**config.mk**
```make
export PLATFORM = sky130hd
export DESIGN_NAME = reg_status_table
export DESIGN_NICKNAME = d
export VERILOG_FILES = /design/src/rtl/reg_status_table_pkg.sv /design/src/rtl/reg_status_entry.sv /design/src/rtl/reg_status_table.sv
export SDC_FILE = /design/constraint.sdc
export NUM_CORES = 1
export LEC_CHECK = 0
export CAP_MARGIN = 20
export CORE_AREA = 8 8 233 190
export DETAILED_ROUTE_END_ITERATION = 16
export DIE_AREA = 0 0 241 198
export GPL_ROUTABILITY_DRIVEN = 0
export PLACE_DENSITY_LB_ADDON = 0.15
export SLEW_MARGIN = 0
export SYNTH_ARGS = -nofsm -noshare
export SYNTH_HDL_FRONTEND = slang
export SYNTH_SLANG_ARGS = --single-unit
```
**constraint.sdc**
```tcl
create_clock -name Clock -period 5 [get_ports Clock]
set_input_delay 0.5 -clock Clock [delete_from_list [all_inputs] [get_ports Clock]]
set_output_delay 0.5 -clock Clock [all_outputs]
set_load 0.02 [all_outputs]
```
**src/rtl/reg_status_table_pkg.sv**
```systemverilog
`default_nettype none
// ============================================================================
// Module  : reg_status_table_pkg
// Purpose : Shared constants for the register status table: the reserved
//           "no producer" tag and the default table geometry.
// Revision: 1.0 - initial release
// ============================================================================
package reg_status_table_pkg;

  // Tag value meaning "no pending producer"; never a real station tag.
  localparam int TAG_NONE = 0;

  // Default geometry shared by the top and the entry sub-module.
  localparam int NUM_REGS_DEFAULT = 32;
  localparam int TAG_W_DEFAULT    = 6;

endpackage : reg_status_table_pkg
`default_nettype wire

```
**src/rtl/reg_status_entry.sv**
```systemverilog
`default_nettype none
// ============================================================================
// Module  : reg_status_entry
// Purpose : One busy/tag entry of the register status table.
//           Priority on a clock edge: flush > set (issue) > CDB-match clear.
// Ports   : clk, rst_n      - clock, asynchronous active-low reset
//           set_i/set_tag_i - claim this entry for a producer tag
//           cdb_valid_i/cdb_tag_i - completion broadcast
//           flush_i         - squash the claim
//           busy_o/tag_o    - registered entry state
//           busy_d_o        - next-state busy, used for the registered count
// Revision: 1.0 - initial release
// ============================================================================
module reg_status_entry
  import reg_status_table_pkg::*;
#(
  parameter int TAG_W = TAG_W_DEFAULT
) (
  input  logic             clk,
  input  logic             rst_n,
  input  logic             set_i,
  input  logic [TAG_W-1:0] set_tag_i,
  input  logic             cdb_valid_i,
  input  logic [TAG_W-1:0] cdb_tag_i,
  input  logic             flush_i,
  output logic             busy_o,
  output logic [TAG_W-1:0] tag_o,
  output logic             busy_d_o
);

  localparam logic [TAG_W-1:0] NO_TAG = TAG_W'(TAG_NONE);

  logic             busy_q, busy_d;
  logic [TAG_W-1:0] tag_q,  tag_d;
  logic             cdb_match;

  // A zero CDB tag never matches, so an idle bus with tag 0 is harmless.
  assign cdb_match = cdb_valid_i && (cdb_tag_i != NO_TAG) &&
                     busy_q && (tag_q == cdb_tag_i);

  always_comb begin
    busy_d = busy_q;
    tag_d  = tag_q;
    if (flush_i) begin
      busy_d = 1'b0;
      tag_d  = NO_TAG;
    end else if (set_i) begin
      // A new claim beats a same-cycle completion of the old producer.
      busy_d = 1'b1;
      tag_d  = set_tag_i;
    end else if (cdb_match) begin
      busy_d = 1'b0;
      tag_d  = NO_TAG;
    end
  end

  always_ff @(posedge clk or negedge rst_n) begin
    if (!rst_n) begin
      busy_q <= 1'b0;
      tag_q  <= NO_TAG;
    end else begin
      busy_q <= busy_d;
      tag_q  <= tag_d;
    end
  end

  assign busy_o   = busy_q;
  assign tag_o    = tag_q;
  assign busy_d_o = busy_d;

endmodule : reg_status_entry
`default_nettype wire

```
**src/rtl/reg_status_table.sv**
```systemverilog
`default_nettype none
// ============================================================================
// Module  : reg_status_table
// Purpose : Register status (rename) table for a Tomasulo-style core. Tracks,
//           per architectural register, whether a reservation station will
//           produce it and which tag. Offers combinational operand lookups
//           that already account for a same-cycle CDB completion.
// Ports   : Clock, Resetn              - clock, async active-low reset
//           issue_valid/reg/tag        - destination claim
//           cdb_valid/cdb_tag          - completion broadcast
//           flush                      - squash all claims
//           lookup_reg -> lookup_busy/lookup_tag  (NUM_LOOKUP ports)
//           busy_vec, busy_count       - registered status summary
// Revision: 1.0 - initial release
// ============================================================================
module reg_status_table
  import reg_status_table_pkg::*;
#(
  parameter  int NUM_REGS   = NUM_REGS_DEFAULT,
  parameter  int TAG_W      = TAG_W_DEFAULT,
  parameter  int NUM_LOOKUP = 2,
  localparam int RIDX_W     = $clog2(NUM_REGS),
  localparam int CNT_W      = $clog2(NUM_REGS + 1)
) (
  input  logic                         Clock,
  input  logic                         Resetn,
  input  logic                         issue_valid,
  input  logic [RIDX_W-1:0]            issue_reg,
  input  logic [TAG_W-1:0]             issue_tag,
  input  logic                         cdb_valid,
  input  logic [TAG_W-1:0]             cdb_tag,
  input  logic                         flush,
  input  logic [NUM_LOOKUP*RIDX_W-1:0] lookup_reg,
  output logic [NUM_LOOKUP-1:0]        lookup_busy,
  output logic [NUM_LOOKUP*TAG_W-1:0]  lookup_tag,
  output logic [NUM_REGS-1:0]          busy_vec,
  output logic [CNT_W-1:0]             busy_count
);

  localparam logic [TAG_W-1:0] NO_TAG = TAG_W'(TAG_NONE);

  logic [NUM_REGS-1:0] ent_busy;
  logic [NUM_REGS-1:0] ent_busy_d;
  logic [TAG_W-1:0]    ent_tag [NUM_REGS];
  logic                issue_ok;
  logic [CNT_W-1:0]    count_q, count_d;

  assign issue_ok = issue_valid && (issue_tag != NO_TAG);

  // Register 0 is hard-wired: its entry never sees a set, so it stays idle.
  for (genvar r = 0; r < NUM_REGS; r++) begin : g_entry
    logic set_w;
    assign set_w = (r != 0) && issue_ok && (issue_reg == RIDX_W'(r));

    reg_status_entry #(
      .TAG_W (TAG_W)
    ) u_entry (
      .clk         (Clock),
      .rst_n       (Resetn),
      .set_i       (set_w),
      .set_tag_i   (issue_tag),
      .cdb_valid_i (cdb_valid),
      .cdb_tag_i   (cdb_tag),
      .flush_i     (flush),
      .busy_o      (ent_busy[r]),
      .tag_o       (ent_tag[r]),
      .busy_d_o    (ent_busy_d[r])
    );
  end

  // Lookups bypass a completing producer but never forward a same-cycle issue.
  for (genvar i = 0; i < NUM_LOOKUP; i++) begin : g_lookup
    logic [RIDX_W-1:0] idx;
    logic [TAG_W-1:0]  etag;
    logic              cdb_hit;
    assign idx     = lookup_reg[i*RIDX_W +: RIDX_W];
    assign etag    = ent_tag[idx];
    assign cdb_hit = cdb_valid && (cdb_tag == etag);
    assign lookup_busy[i]              = ent_busy[idx] && !cdb_hit;
    assign lookup_tag[i*TAG_W +: TAG_W] = lookup_busy[i] ? etag : NO_TAG;
  end

  // Count the next-state flags so busy_count updates on the same edge as busy_vec.
  always_comb begin
    count_d = '0;
    for (int r = 0; r < NUM_REGS; r++) begin
      count_d = count_d + CNT_W'(ent_busy_d[r]);
    end
  end

  always_ff @(posedge Clock or negedge Resetn) begin
    if (!Resetn) begin
      count_q <= '0;
    end else begin
      count_q <= count_d;
    end
  end

  assign busy_vec   = ent_busy;
  assign busy_count = count_q;

endmodule : reg_status_table
`default_nettype wire

```
======== After elaboration in Yosys (flattened, before gate mapping) ========
Index checks and enable logic that the tools add are counted.
storage, ports and cells
  bits in registers ....................... 230
  bits of input ports ..................... 32
  word-level logic and storage cells ...... 506
  output and inout bits ................... 52
operators by class
  order comparisons ....................... 4
  multiplexer cells ....................... 202
  reduce and logical (&&, ||, !) cells .... 137
  bitwise gates (word level) .............. 2
  eq/ne operators ......................... 65
  add/subtract/negate cells ............... 31
operators by type and width
  cell                                                         number
  two-way mux 6 bit                                            101
  == test 6 bit                                                34
  adder 6 x 1 -> 6 bit                                         29
  logical AND 1 bit                                            101
  two-way mux 1 bit                                            97
  nonzero test 3 bit                                           31
  == test 5 bit (second input constant)                        16
  binary-select mux 6 bit (select 5 bit)                       2
  == test 5 x 4 -> 1 bit (second input constant)               8
  == test 5 x 3 -> 1 bit (second input constant)               4
  >= comparator 6 bit (second input constant)                  2
  less-than comparator 5 x 6 -> 1 bit (second input constant)  2
  inverter 5 -> 6 bit                                          2
  nonzero test 6 bit                                           2
  binary-select mux 1 bit (select 5 bit)                       2
  == test 5 x 2 -> 1 bit (second input constant)               2
  == test 5 x 1 -> 1 bit (second input constant)               1
  adder 2 x 1 -> 3 bit                                         1
  adder 1 x 1 -> 2 bit                                         1
  zero test 1 bit                                              2
  nonzero test 2 bit                                           1

======== Logic depth before layout (Yosys ltp) ========
Gate-level depths: netlist of run 1.
  word-level depth ........................ 38
  mapped depth ............................ 25
  mapped depth without buffers ............ 23

======== Hierarchy ========
From an unflattened synthesis of run 1, not the netlist that was laid out.
second synthesis, totals
  cells, all modules ...................... 1,924
  area total of the unflattened synthesis .. 19,338.5 µm²
by module, submodules not included
  module            area each (µm²)  cells each  instances
  reg_status_entry  442.9            44          32
  reg_status_table  5,165.0          516         1

======== Least setup slack after synthesis of run 1 ========
OpenSTA, ideal clock, no wires.
  kind .................................... input to register
  from .................................... in cdb_tag[1]
  to ...................................... reg count_q[4] (netlist: busy_count[4])
  buffers on the path ..................... 3
  cell stages on the path ................. 24
  setup slack ............................. -1.447 ns
  required time ........................... 4.920 ns
  setup time .............................. 0.080 ns
  arrival ................................. 6.367 ns
  path through ............................ clkbuf_1 or4_1 o31a_1 clkbuf_1 clkbuf_1 a21oi_1 nand2_1 o31ai_1 ha_1 inv_1 fa_1 fa_1 fa_1 fa_1 fa_1 inv_1 fa_1 inv_1 fa_1 inv_1 fa_1 a21o_1 a21oi_1 xnor2_1
on the way
  longest elaborated chain between the ends .. 38
  elaborated cells between the ends (all ways) .. 224
  classes of those cells .................. add/sub: 31; eq/ne: 32; mux: 95; reduce/logical: 66
ends and longest elaborated chain
  item                                  RTL line                text
  start: declaration                    reg_status_table.sv:31  input logic [TAG_W-1:0] cdb_tag,
  nonzero test 6 bit                    reg_status_entry.sv:38  assign cdb_match = cdb_valid_i && (cdb_tag_i != NO_TAG) &&
  logical AND 1 bit (2 in a row)        reg_status_entry.sv:38
  logical AND 1 bit *                   reg_status_entry.sv:39  busy_q && (tag_q == cdb_tag_i);
  two-way mux 1 bit *                   reg_status_entry.sv:51  end else if (cdb_match) begin
  two-way mux 1 bit *                   reg_status_entry.sv:47  end else if (set_i) begin
  two-way mux 1 bit *                   reg_status_entry.sv:44  if (flush_i) begin
  via g_entry[1].u_entry.busy_d_o       reg_status_entry.sv:28  output logic busy_d_o
  adder 1 x 1 -> 2 bit *                reg_status_table.sv:87  count_d = count_d + CNT_W'(ent_busy_d[r]);
  adder 2 x 1 -> 3 bit *                reg_status_table.sv:87
  adder 6 x 1 -> 6 bit * (29 in a row)  reg_status_table.sv:87
  via count_d[4]                        reg_status_table.sv:46  logic [CNT_W-1:0] count_q, count_d;
  end signal: assignment                reg_status_table.sv:95  count_q <= count_d;
  end: declaration                      reg_status_table.sv:46
The timed path passes the listed nets; every way through them passes the cells marked *.
A chain may end at the register's enable or synchronous reset.

======== Final worst setup path of run 1 ========
  from .................................... in cdb_tag[1]
  to ...................................... reg count_q[4] (netlist: busy_count[4])
on the way
  longest elaborated chain between the ends .. 38
  elaborated cells between the ends (all ways) .. 224
  classes of those cells .................. add/sub: 31; eq/ne: 32; mux: 95; reduce/logical: 66
ends and longest elaborated chain
  item                                RTL line
  nonzero test 6 bit                  reg_status_entry.sv:38
  logical AND 1 bit (2 in a row)      reg_status_entry.sv:38
  logical AND 1 bit                   reg_status_entry.sv:39
  two-way mux 1 bit                   reg_status_entry.sv:51
  two-way mux 1 bit                   reg_status_entry.sv:47
  two-way mux 1 bit                   reg_status_entry.sv:44
  adder 1 x 1 -> 2 bit                reg_status_table.sv:87
  adder 2 x 1 -> 3 bit                reg_status_table.sv:87
  adder 6 x 1 -> 6 bit (28 in a row)  reg_status_table.sv:87
  adder 6 x 1 -> 6 bit *              reg_status_table.sv:87
  via count_d[4]                      reg_status_table.sv:46
Marked as above.

==> impl_table.tex, run 1 <==
\begin{tabular}{lr}
\hline
Metric & Value \\
\hline
\multicolumn{2}{l}{\textbf{Drt}} \\
Detailed-route DRC error count & 0 \\
Count of vias placed by the detailed router & 14,606 \\
Routed via count divided by cell count & 6.29 \\
Drt first pass iters & 5 \\
DRT Wirelength & 70.6 mm \\
Final antenna-violating net count & 0 \\
Routed wire length per instance & 30.4 µm \\
Iteration-0 DRC count of the detailed router & 1,866 \\
\multicolumn{2}{l}{\textbf{Synthesis}} \\
Number of distinct library cells after synthesis & 68 \\
Average cell area after synthesis & 10.8 µm² \\
Library cell with the largest summed area after synthesis & sky130\_fd\_sc\_hd\_\_dfrtp\_1 \\
Gate Count Post-Synth & around 1,500 \\
Post-synthesis cell area & 16,000 µm² \\
Proportion of synthesized flip-flops having asynchronous set or reset & 100\% \\
Share of Yosys cell area claimed by the top area cell type & 35.0\% \\
Warnings, synthesis & 0 \\
Post-synthesis sequential area ratio & 35.0\% \\
Ranking of synthesized cells by area & sky130\_fd\_sc\_hd\_\_dfrtp\_1 35\%, sky130\_fd\_sc\_hd\_\_a22o\_1 10\%, sky130\_fd\_sc\_hd\_\_mux4\_2 8.7\% \\
Count of flip-flops with a built-in enable after synthesis & 0 \\
Yosys reg bits & 224 \\
Most frequent cell after synthesis & sky130\_fd\_sc\_hd\_\_dfrtp\_1 \\
List of most frequent post-synthesis cells & 224 x sky130\_fd\_sc\_hd\_\_dfrtp\_1, 182 x sky130\_fd\_sc\_hd\_\_a22o\_1, 105 x sky130\_fd\_sc\_hd\_\_xnor2\_1 \\
Post-Synthesis Net Count & 1,545 \\
Ys flop type & sky130\_fd\_sc\_hd\_\_dfrtp\_1 \\
\multicolumn{2}{l}{\textbf{Floorplanning}} \\
Y dimension of the die & between 150 and 200 µm \\
Area enclosed by the die boundary & 47,700 µm² \\
Std cell rows & 66 \\
Die Span X & 241 µm \\
Core footprint & 40,300 µm² \\
Ports & 84 \\
Initial core utilization & slightly below 40\% \\
\multicolumn{2}{l}{\textbf{Global route}} \\
Number of global-route vias before repair & roughly 14,000 \\
Largest net degree at the start of global routing & 114 \\
Number of antenna violations at the first check in global routing & 2 \\
Total track usage & between 20 and 30\% \\
Congestion Overflow GR & 0 \\
Wire length of the first global-routing pass & 103 mm \\
\multicolumn{2}{l}{\textbf{Run status}} \\
Violated checks & setup timing \\
Outcome & complete, but fails checks \\
\multicolumn{2}{l}{\textbf{Setup path}} \\
Data required time at the worst endpoint & 5.48 ns \\
Delay of the slowest cell on the worst path & 0.56 ns \\
Startpoint type of the worst setup path & input port \\
Critical path arrival & roughly 6.3 ns \\
Cell family with most CP delay & adder cells \\
Master of the slowest instance on the critical path & sky130\_fd\_sc\_hd\_\_fa\_1 \\
Worst setup EP type & flip-flop \\
Highest net fanout along the worst path & 6 \\
Cell seen most often among critical-path stages & sky130\_fd\_sc\_hd\_\_fa\_1 \\
Crit path buf inv count & 7 \\
Sequence of cells on the critical path & buf\_6 -> or4\_4 -> o31a\_1 -> buf\_12 -> buf\_4 -> buf\_12 -> a21oi\_2 -> nand2\_1 -> o21a\_1 -> fa\_1 -> fa\_1 -> fa\_1 -> fa\_1 -> fa\_1 -> inv\_2 -> fa\_1 -> inv\_2 -> fa\_2 -> inv\_2 -> fa\_2 -> a21o\_1 -> a21oi\_2 -> xnor2\_1 \\
Category of the critical setup timing path & in2reg \\
\multicolumn{2}{l}{\textbf{Pwr}} \\
Leakage & 9.36 nW \\
Worst IR Drop VDD & 0.000250 V \\
P per Cell Area & 234 nW/µm² \\
\multicolumn{2}{l}{\textbf{Timing}} \\
Minimum clock period after layout & 5.85 ns \\
Setup clock skew after layout & 0.0131 ns \\
Final period util & 117\% \\
Final Setup Violations & 6 \\
Final hold violations & 0 \\
Measured slew at the worst slew-check pin & about 0.98 ns \\
Final number of max-transition violations & 0 \\
Hold slack final & 0.0254 ns \\
Unrepaired setup endpoints after global routing & true \\
Max Freq & 171 MHz \\
Post-route worst setup slack & -0.850 ns \\
Worst rel slew slack & 34.0\% \\
\multicolumn{2}{l}{\textbf{Worst hold path}} \\
Min-delay worst type & in2async \\
\multicolumn{2}{l}{\textbf{Place}} \\
Pre-CTS WS & -1.66 ns \\
Count of input and output buffers & 83 \\
Half-perimeter wire length after detailed placement & 51.6 mm \\
\multicolumn{2}{l}{\textbf{Clock tree}} \\
Clock tree from TritonCTS & yes \\
Clock sink count & 224 \\
Cts bufs inserted & 27 \\
Root buffer cell & sky130\_fd\_sc\_hd\_\_clkbuf\_16 \\
Number of buffers inserted for hold repair after clock tree synthesis & 0 \\
Clock latency reported for the late side of the worst-skew pair & 0.56 ns \\
Reg clk slew, reported paths & 0.06 ns \\
H-Tree Depth & 1 \\
Maximum count of clock buffers along a single path & 3 \\
\multicolumn{2}{l}{\textbf{Final layout}} \\
Layout cells sized above 1 & 28.7\% \\
Area growth, synth to finish & 27.8\% \\
Number of nets in the layout & about 1,800 \\
N\_diodes & 0 \\
\multicolumn{2}{l}{\textbf{Job}} \\
Max-capacitance violation count & 0 \\
\hline
\end{tabular}
what timing repair did:
| action | 4_1_cts | 5_1_grt |
|---|---|---|
| pin swaps | 28 | 32 |
| setup endpoints to repair | 6 | 6 |
| endpoints found under the hold margin | 0 | 0 |
| resized for setup | 39 | 23 |
| setup buffers | 8 | 8 |
| gates cloned | 1 | 0 |
metal layers:
metal | share of wire (%) | GRT usage (%) | vias up
met3 | 12 | 8.06 | 180
li1 | - | - | 6055
met2 | 43 | 43.1 | 963
met1 | 41 | 41.6 | 7406
met5 | 0.021 | 0 | -
met4 | 4.1 | 9.93 | 2
path summary, 6_finish.rpt:
kind / start / end / slack [ns] / depth (start not counted)
worst max-delay path: cdb_tag[1] / busy_count[4]$_DFF_PN0_ / -0.85 / 23
worst min-delay path: Resetn / g_entry[18].u_entry.tag_o[1]$_DFFE_PN0P_ / 0.03 / 1
worst max register to register: g_entry[1].u_entry.tag_o[3]$_DFFE_PN0P_ / busy_count[4]$_DFF_PN0_ / -0.83 / 22
worst min register to register: g_entry[31].u_entry.tag_o[5]$_DFFE_PN0P_ / g_entry[31].u_entry.tag_o[5]$_DFFE_PN0P_ / 0.57 / 1
max in group asynchronous: Resetn / g_entry[6].u_entry.busy_o$_DFF_PN0_ / 3.71 / 2
min in group Clock: g_entry[31].u_entry.tag_o[5]$_DFFE_PN0P_ / g_entry[31].u_entry.tag_o[5]$_DFFE_PN0P_ / 0.57 / 1
logic make-up (layout without fill, tap and decap cells):
family                   Yosys count  count (layout)  synth area share (%)
buffers and inverters            205             501                  6.26
AND/OR/NAND/NOR                  335             335                  11.2
adder cells (fa/ha/maj)           32              32                  3.62
multiplexers                     147             147                  16.2
XOR/XNOR                         196             196                  10.7
flip-flops                       224             224                  35.0
AO/OA/AOI/OAI                    342             342                  17.0
registers in the layout, summed over array words and instances (netlist names):
register / cells
busy_count: 6
g_entry.u_entry.busy_o: 32
g_entry.u_entry.tag_o: 186
power by group:
group	leakage (nW)	switching, mW	internal [mW]
combinational	5.78	0.501	0.303
sequential	3.12	0.0170	1.83
clock	0.458	0.852	1.28
total	9.36	1.37	3.41
through the flow:
| stage | setup TNS (ns) | cell area [µm²] | total power, mW | utilization (%) | std cells |
|---|---|---|---|---|---|
| 2_1_floorplan | -5.68 | 16100 | 2.29 | - | 1481 |
| 3_3_place_gp | -8.27 | 19200 | 2.64 | 47.6 | 2256 |
| 3_5_place_dp | -8.63 | 19200 | 2.64 | 47.6 | 2256 |
| 4_1_cts | -4.48 | 20300 | 4.78 | 50.4 | 2313 |
| 5_1_grt | -4.93 | 20500 | 4.90 | 50.8 | 2321 |
| 6_report | -4.15 | 20500 | 4.78 | 50.8 | 2321 |
cell usage in the layout (no fill, tap or decap), drive strengths merged, types with 32 or more instances in the layout:
cell type and n:
nand2 76, nor4 32, xnor2 105, buf 325, a21oi 42, mux4 82, dfrtp 224, nor2 56
nor2b 36, xor2 91, mux2i 46, clkdlybuf4s50 64, nand4 36, a22o 182, clkbuf 41, inv 58
layout make-up:
type | count | area (µm²)
Fill cell | 3741 | 19800
Clock inverter | 7 | 116
Inverter | 59 | 221
Multi-Input combinational cell | 1052 | 9630
Timing Repair Buffer | 394 | 3400
Clock buffer | 41 | 818
Sequential cell | 224 | 5610
Tap cell | 544 | 681
(Power assumes the default switching activity.)
==> run 2: changes to the inputs <==
--- a/config.mk
+++ b/config.mk
@@ -5,10 +5,9 @@
 export SDC_FILE = /design/constraint.sdc
 export NUM_CORES = 1
 export LEC_CHECK = 0
-export CAP_MARGIN = 20
-export CORE_AREA = 8 8 233 190
+export CORE_AREA = 2 2 145 289
 export DETAILED_ROUTE_END_ITERATION = 16
-export DIE_AREA = 0 0 241 198
+export DIE_AREA = 0 0 147 291
 export GPL_ROUTABILITY_DRIVEN = 0
 export PLACE_DENSITY_LB_ADDON = 0.15
 export SLEW_MARGIN = 0
==> run 2 against run 1 <==
  * The flow finishes with violations (hold timing, setup timing)
  * Power shrank 7.3%
  * Flip-flop and latch count is the same
  * Worst setup slack improved by 0.033 ns
==> impl_table.tex, run 2 (same netlist as run 1, synthesis figures left out) <==
\begin{tabular}{lr}
\hline
Metric & Value \\
\hline
\multicolumn{2}{l}{\textbf{Run status}} \\
Outcome & complete, but fails checks \\
Violated checks & hold timing, setup timing \\
\multicolumn{2}{l}{\textbf{Floorplanning}} \\
Core footprint & 40,700 µm² \\
Initial core utilization & 39.3\% \\
Y dimension of the die & $\sim$290 µm \\
Std cell rows & 105 \\
Area enclosed by the die boundary & roughly 43,000 µm² \\
Ports & 84 \\
Die Span X & 147 µm \\
\multicolumn{2}{l}{\textbf{Clock tree}} \\
Cts bufs inserted & 25 \\
Number of buffers inserted for hold repair after clock tree synthesis & 0 \\
H-Tree Depth & 1 \\
Root buffer cell & sky130\_fd\_sc\_hd\_\_clkbuf\_16 \\
Clock latency reported for the late side of the worst-skew pair & $\sim$0.56 ns \\
Clock tree from TritonCTS & yes \\
Maximum count of clock buffers along a single path & 3 \\
Clock sink count & 224 \\
Reg clk slew, reported paths & approximately 0.06 ns \\
\multicolumn{2}{l}{\textbf{Final layout}} \\
Combined area of the multi-input logic cells & roughly 9600 µm² \\
Flip-flop and latch area & approximately 5600 µm² \\
Area growth, synth to finish & 25.3\% \\
Layout cells sized above 1 & approximately 27\% \\
Number of nets in the layout & 1,810 \\
N\_diodes & 0 \\
Leading cell type in the layout, fill and taps excluded & sky130\_fd\_sc\_hd\_\_buf\_4 \\
Fill cell count & between 3,000 and 4,000 \\
Number of flip-flops under the largest register name & 186 \\
Post-Layout Cell Count & 2,293 \\
Leading cell types in the layout, fill and taps excluded & 282 x sky130\_fd\_sc\_hd\_\_buf\_4, 224 x sky130\_fd\_sc\_hd\_\_dfrtp\_1, 182 x sky130\_fd\_sc\_hd\_\_a22o\_1 \\
\multicolumn{2}{l}{\textbf{Setup path}} \\
R2R depth & 23 \\
Category of the critical setup timing path & in2reg \\
Sequence of cells on the critical path & buf\_2 -> or4\_4 -> o31a\_1 -> buf\_12 -> a21oi\_4 -> nand2\_2 -> o31ai\_4 -> ha\_1 -> inv\_1 -> fa\_1 -> fa\_1 -> fa\_1 -> fa\_1 -> fa\_1 -> inv\_2 -> fa\_1 -> inv\_2 -> fa\_2 -> inv\_2 -> fa\_2 -> a21o\_1 -> a21oi\_2 -> xnor2\_1 \\
Startpoint type of the worst setup path & input port \\
Cell family with most CP delay & adder cells \\
Master of the slowest instance on the critical path & sky130\_fd\_sc\_hd\_\_fa\_1 \\
R2r setup slk & -0.78 ns \\
Critical path arrival & 6.28 ns \\
Crit Reg-Reg Startpoint & g\_entry[22].u\_entry.tag\_o[3]\$\_DFFE\_PN0P\_ \\
Worst setup EP type & flip-flop \\
Delay of the slowest cell on the worst path & 0.54 ns \\
Data required time at the worst endpoint & 5.46 ns \\
Critical R2R Capture & busy\_count[4]\$\_DFF\_PN0\_ \\
Highest net fanout along the worst path & 7 \\
Cell seen most often among critical-path stages & sky130\_fd\_sc\_hd\_\_fa\_1 \\
Crit path buf inv count & 6 \\
\multicolumn{2}{l}{\textbf{Pwr}} \\
Worst IR Drop VDD & roughly 0.00023 V \\
Leakage & between 9 and 10 nW \\
Post-layout power & roughly 4.4 mW \\
P per Cell Area & about 220 nW/µm² \\
\multicolumn{2}{l}{\textbf{Global route}} \\
Total track usage & 32.5\% \\
Number of antenna violations at the first check in global routing & 0 \\
Congestion Overflow GR & 0 \\
Largest net degree at the start of global routing & between 90 and 100 \\
Number of global-route vias before repair & 14,923 \\
Wire length of the first global-routing pass & 102 mm \\
\multicolumn{2}{l}{\textbf{Drt}} \\
Routed via count divided by cell count & $\sim$6.3 \\
Detailed-route DRC error count & 0 \\
Drt first pass iters & 7 \\
Count of vias placed by the detailed router & 14,460 \\
Routed wire length per instance & 30.3 µm \\
Iteration-0 DRC count of the detailed router & 1,426 \\
DRT Wirelength & between 60 and 70 mm \\
Final antenna-violating net count & 0 \\
\multicolumn{2}{l}{\textbf{Timing}} \\
Final number of max-transition violations & 0 \\
Hold slack final & -0.0149 ns \\
Final-layout setup total negative slack & -3.89 ns \\
Minimum clock period after layout & 5.82 ns \\
Max Freq & about 170 MHz \\
Measured slew at the worst slew-check pin & 1.02 ns \\
Post-route worst setup slack & -0.817 ns \\
Final period util & 116\% \\
Final Setup Violations & 6 \\
Unrepaired setup endpoints after global routing & true \\
Setup clock skew after layout & 0.0184 ns \\
Final hold violations & 9 \\
Worst rel slew slack & a little under a third \\
\multicolumn{2}{l}{\textbf{Worst hold path}} \\
Min-delay worst type & in2async \\
\multicolumn{2}{l}{\textbf{Place}} \\
Count of input and output buffers & 83 \\
Half-perimeter wire length after detailed placement & around 52 mm \\
Instance count after placement with tap cells included & 2,242 \\
\multicolumn{2}{l}{\textbf{Job}} \\
Max-capacitance violation count & 0 \\
\hline
\end{tabular}
==> run 2: cell types whose count changed in the layout (fill, tap and decap cells not counted), moves of 3 or more <==
cell	before	now
sky130_fd_sc_hd__buf_4	288	282
sky130_fd_sc_hd__a21oi_1	29	33
sky130_fd_sc_hd__buf_12	19	15
sky130_fd_sc_hd__bufinv_16	3	0
sky130_fd_sc_hd__inv_1	52	55
sky130_fd_sc_hd__inv_2	6	3
==> run 2: power breakdown <==
group / leakage, nW / internal, mW / switching [mW]
clock: 0.371 / 1.01 / 0.795
sequential: 3.12 / 1.83 / 0.0175
combinational: 5.69 / 0.289 / 0.489
==> run 2: layout make-up <==
class	count	area share, %
Timing Repair Buffer	384	16.2
Tap cell	535	3.33
Clock buffer	36	3.67
Multi-Input combinational cell	1052	47.7
Inverter	59	1.10
Clock inverter	3	0.0873
Sequential cell	224	27.9
==> run 2: through the flow <==
stage / hold WS (ns) / cell area, µm² / util, % / worst slack [ns]
CTS: 0.00542 / 19900 / 48.9 / -0.994
floorplan: 0.204 / 16100 / - / -1.18
global placement: 0.543 / 19100 / 46.9 / -1.53
detailed placement: 0.547 / 19100 / 46.9 / -1.62
global route: 0.0538 / 20100 / 49.3 / -0.989
finish: -0.0149 / 20100 / 49.3 / -0.817
==> run 2: worst max path at each step <==
stage / from / end / cells after the start
2_1_floorplan: cdb_tag[1] / busy_count[4]$_DFF_PN0_ / 24
3_3_place_gp: issue_tag[5] / busy_count[4]$_DFF_PN0_ / 23
3_5_place_dp: issue_tag[5] / busy_count[4]$_DFF_PN0_ / 23
4_1_cts: cdb_tag[0] / busy_count[4]$_DFF_PN0_ / 23
5_1_grt: cdb_tag[1] / busy_count[4]$_DFF_PN0_ / 23
6_report: cdb_tag[1] / busy_count[4]$_DFF_PN0_ / 23
==> run 2: what timing repair did <==
| action | in CTS | in global routing |
|---|---|---|
| pin swaps | 23 | 23 |
| buffers inserted | 6 | 6 |
| resized for setup | 17 | 22 |
| endpoints found under the setup margin | 6 | 6 |
==> run 2: worst reg2reg max path, cell delays in order, from the launching register on <==
cell and delay, ns:
sky130_fd_sc_hd__dfrtp_1 0.40, sky130_fd_sc_hd__xnor2_1 0.17, sky130_fd_sc_hd__nand4_1 0.17, sky130_fd_sc_hd__nor4_2 0.32
sky130_fd_sc_hd__buf_4 0.18, sky130_fd_sc_hd__a21oi_2 0.07, sky130_fd_sc_hd__nand2_2 0.11, sky130_fd_sc_hd__o21a_1 0.17
sky130_fd_sc_hd__fa_1 0.46, sky130_fd_sc_hd__fa_1 0.51, sky130_fd_sc_hd__inv_1 0.05, sky130_fd_sc_hd__fa_1 0.47
sky130_fd_sc_hd__inv_1 0.06, sky130_fd_sc_hd__fa_1 0.46, sky130_fd_sc_hd__fa_1 0.52, sky130_fd_sc_hd__inv_2 0.04
sky130_fd_sc_hd__fa_1 0.44, sky130_fd_sc_hd__inv_2 0.07, sky130_fd_sc_hd__fa_2 0.18, sky130_fd_sc_hd__inv_2 0.04
sky130_fd_sc_hd__fa_2 0.34, sky130_fd_sc_hd__a21o_1 0.19, sky130_fd_sc_hd__a21oi_2 0.14, sky130_fd_sc_hd__xnor2_1 0.13
==> run 2: metal layers <==
metal | global-route usage (%) | part of all wire, % | vias to the layer above
met1 | 39.6 | 36 | 7277
met5 | 0 | 0 | -
met3 | 5.63 | 8.2 | 274
met4 | 23.6 | 9.1 | 0
met2 | 51.8 | 47 | 893
li1 | - | - | 6016
==> run 3: changes to the inputs <==
--- a/config.mk
+++ b/config.mk
@@ -10,6 +10,7 @@
 export DIE_AREA = 0 0 147 291
 export GPL_ROUTABILITY_DRIVEN = 0
 export PLACE_DENSITY_LB_ADDON = 0.15
+export REMOVE_ABC_BUFFERS = 1
 export SLEW_MARGIN = 0
 export SYNTH_ARGS = -nofsm -noshare
 export SYNTH_HDL_FRONTEND = slang
==> run 3 against run 2 <==
  * The flow finishes with violations (setup timing)
  * Combinational power fell by 0.8%
  * Final cell count grew 0.61%
  * Clock power up 12%
  * Fmax is 0.28% higher
  * Final area rose by 0.55%
  * First-iteration DRC count up 7.1%
==> impl_table.tex, run 3 (same netlist as run 1, synthesis figures left out) <==
\begin{tabular}{lr}
\hline
Metric & Value \\
\hline
\multicolumn{2}{l}{\textbf{Global route}} \\
Congestion Overflow GR & 0 \\
Wire length of the first global-routing pass & 100 mm \\
Number of antenna violations at the first check in global routing & 0 \\
Total track usage & 31.6\% \\
Number of global-route vias before repair & around 15,000 \\
Largest net degree at the start of global routing & 114 \\
\multicolumn{2}{l}{\textbf{Floorplanning}} \\
Area enclosed by the die boundary & 42,800 µm² \\
Y dimension of the die & 291 µm \\
Std cell rows & 105 \\
Die Span X & 147 µm \\
Core footprint & 40,700 µm² \\
Ports & 84 \\
Initial core utilization & 39.3\% \\
\multicolumn{2}{l}{\textbf{Final layout}} \\
Fill cell count & 3,772 \\
Area growth, synth to finish & 26.0\% \\
Number of flip-flops under the largest register name & 186 \\
N\_diodes & 0 \\
Post-Layout Cell Count & 2,307 \\
Number of nets in the layout & 1,818 \\
Layout cells sized above 1 & $\sim$28\% \\
Flip-flop and latch area & 5610 µm² \\
Utilization after layout & 49.6\% \\
Leading cell type in the layout, fill and taps excluded & sky130\_fd\_sc\_hd\_\_buf\_4 \\
Leading cell types in the layout, fill and taps excluded & 294 x sky130\_fd\_sc\_hd\_\_buf\_4, 224 x sky130\_fd\_sc\_hd\_\_dfrtp\_1, 182 x sky130\_fd\_sc\_hd\_\_a22o\_1 \\
Combined area of the multi-input logic cells & 9570 µm² \\
\multicolumn{2}{l}{\textbf{Job}} \\
Max-capacitance violation count & 0 \\
\multicolumn{2}{l}{\textbf{Pwr}} \\
Post-layout power & 4.63 mW \\
Worst IR Drop VDD & around 0.00020 V \\
P per Cell Area & 230 nW/µm² \\
Leakage & 9.26 nW \\
\multicolumn{2}{l}{\textbf{Timing}} \\
Unrepaired setup endpoints after global routing & true \\
Post-route worst setup slack & -0.800 ns \\
Final hold violations & 0 \\
Max Freq & 172 MHz \\
Setup clock skew after layout & 0.0256 ns \\
Final Setup Violations & 6 \\
Final-layout setup total negative slack & -3.82 ns \\
Final number of max-transition violations & 0 \\
Minimum clock period after layout & $\sim$5.8 ns \\
Worst rel slew slack & around 20\% \\
Measured slew at the worst slew-check pin & 1.19 ns \\
Final period util & 116\% \\
\multicolumn{2}{l}{\textbf{Setup path}} \\
Startpoint type of the worst setup path & input port \\
Category of the critical setup timing path & in2reg \\
Critical path arrival & 6.28 ns \\
Highest net fanout along the worst path & 2 \\
Worst setup EP type & flip-flop \\
Data required time at the worst endpoint & 5.48 ns \\
\multicolumn{2}{l}{\textbf{Clock tree}} \\
Clock sink count & 224 \\
Clock tree from TritonCTS & yes \\
Cts bufs inserted & 24 \\
Number of buffers inserted for hold repair after clock tree synthesis & 0 \\
Reg clk slew, reported paths & 0.07 ns \\
Root buffer cell & sky130\_fd\_sc\_hd\_\_clkbuf\_16 \\
H-Tree Depth & 1 \\
Maximum count of clock buffers along a single path & 3 \\
Clock latency reported for the late side of the worst-skew pair & 0.57 ns \\
\multicolumn{2}{l}{\textbf{Place}} \\
Count of input and output buffers & 83 \\
Instance count after placement with tap cells included & 2,254 \\
Half-perimeter wire length after detailed placement & 50.7 mm \\
\multicolumn{2}{l}{\textbf{Run status}} \\
Outcome & complete, but fails checks \\
Violated checks & setup timing \\
\multicolumn{2}{l}{\textbf{Drt}} \\
Routed wire length per instance & $\sim$29 µm \\
Drt first pass iters & 5 \\
Final antenna-violating net count & 0 \\
Detailed-route DRC error count & 0 \\
Iteration-0 DRC count of the detailed router & 1,527 \\
DRT Wirelength & 67.8 mm \\
Count of vias placed by the detailed router & around 15,000 \\
Routed via count divided by cell count & around 6.3 \\
\multicolumn{2}{l}{\textbf{Worst hold path}} \\
Min-delay worst type & in2async \\
\hline
\end{tabular}
## run 3: path summary, 6_finish.rpt
path / from / end / slack [ns] / cells after the start
max: issue_tag[4] / busy_count[4]$_DFF_PN0_ / -0.80 / 22
min: Resetn / g_entry[29].u_entry.tag_o[3]$_DFFE_PN0P_ / 0.006 / 1
max reg2reg: g_entry[1].u_entry.tag_o[0]$_DFFE_PN0P_ / busy_count[4]$_DFF_PN0_ / -0.77 / 22
min reg2reg: g_entry[23].u_entry.tag_o[2]$_DFFE_PN0P_ / g_entry[23].u_entry.tag_o[2]$_DFFE_PN0P_ / 0.58 / 1
max in group asynchronous: Resetn / g_entry[14].u_entry.tag_o[2]$_DFFE_PN0P_ / 3.83 / 2
min in group Clock: flush / g_entry[0].u_entry.busy_o$_DFF_PN0_ / 0.52 / 3
## run 3: power breakdown
group          internal [mW]  total, mW  switching [mW]
Combinational          0.286      0.772           0.485
Clock                   1.18       2.01           0.833
Sequential              1.83       1.85          0.0167
Total                   3.30       4.63            1.34
## run 3: final cells by class
type	instances	area share (%)
Inverter	59	1.10
Timing Repair Buffer	393	16.1
Clock buffer	32	3.43
Sequential cell	224	27.8
Multi-Input combinational cell	1052	47.4
Tap cell	535	3.32
Clock inverter	12	0.849
## run 3: worst max-delay path, stage by stage
cell                              delay [ns]
sky130_fd_sc_hd__clkdlybuf4s15_1        0.19
sky130_fd_sc_hd__or4_4                  0.52
sky130_fd_sc_hd__o31a_1                 0.30
sky130_fd_sc_hd__nand2b_1               0.12
sky130_fd_sc_hd__or3_4                  0.15
sky130_fd_sc_hd__o31ai_4                0.08
sky130_fd_sc_hd__ha_1                   0.30
sky130_fd_sc_hd__inv_2                  0.04
sky130_fd_sc_hd__fa_1                   0.53
sky130_fd_sc_hd__fa_1                   0.46
sky130_fd_sc_hd__fa_1                   0.54
sky130_fd_sc_hd__fa_1                   0.44
sky130_fd_sc_hd__fa_1                   0.53
sky130_fd_sc_hd__inv_2                  0.04
sky130_fd_sc_hd__fa_1                   0.45
sky130_fd_sc_hd__inv_2                  0.07
sky130_fd_sc_hd__fa_2                   0.19
sky130_fd_sc_hd__inv_2                  0.04
sky130_fd_sc_hd__fa_2                   0.33
sky130_fd_sc_hd__a21o_1                 0.17
sky130_fd_sc_hd__a21oi_2                0.15
sky130_fd_sc_hd__xnor2_1                0.14
## run 3: timing repair
action                     CTS  global route
resized for setup           43            23
setup endpoints to repair    6             6
pin swaps                   27            15
setup buffers                6             4
## run 3: through the flow
| step | hold WS, ns | instance area [µm²] | worst slack [ns] |
|---|---|---|---|
| 2_1_floorplan | 0.204 | 15200 | -1.19 |
| 3_3_place_gp | 0.546 | 19100 | -1.74 |
| 3_5_place_dp | 0.549 | 19100 | -1.71 |
| 4_1_cts | 0.0578 | 20100 | -0.888 |
| 5_1_grt | 0.0956 | 20200 | -1.01 |
| 6_report | 0.00559 | 20200 | -0.800 |
## run 3: metal layers
metal / track usage, % / part of all wire [%] / up-vias
met4: 20.9 / 8.3 / 0
met3: 4.72 / 7.7 / 252
met1: 40.0 / 38 / 7336
met5: 0 / 0 / -
met2: 49.9 / 46 / 896
li1: - / - / 6034
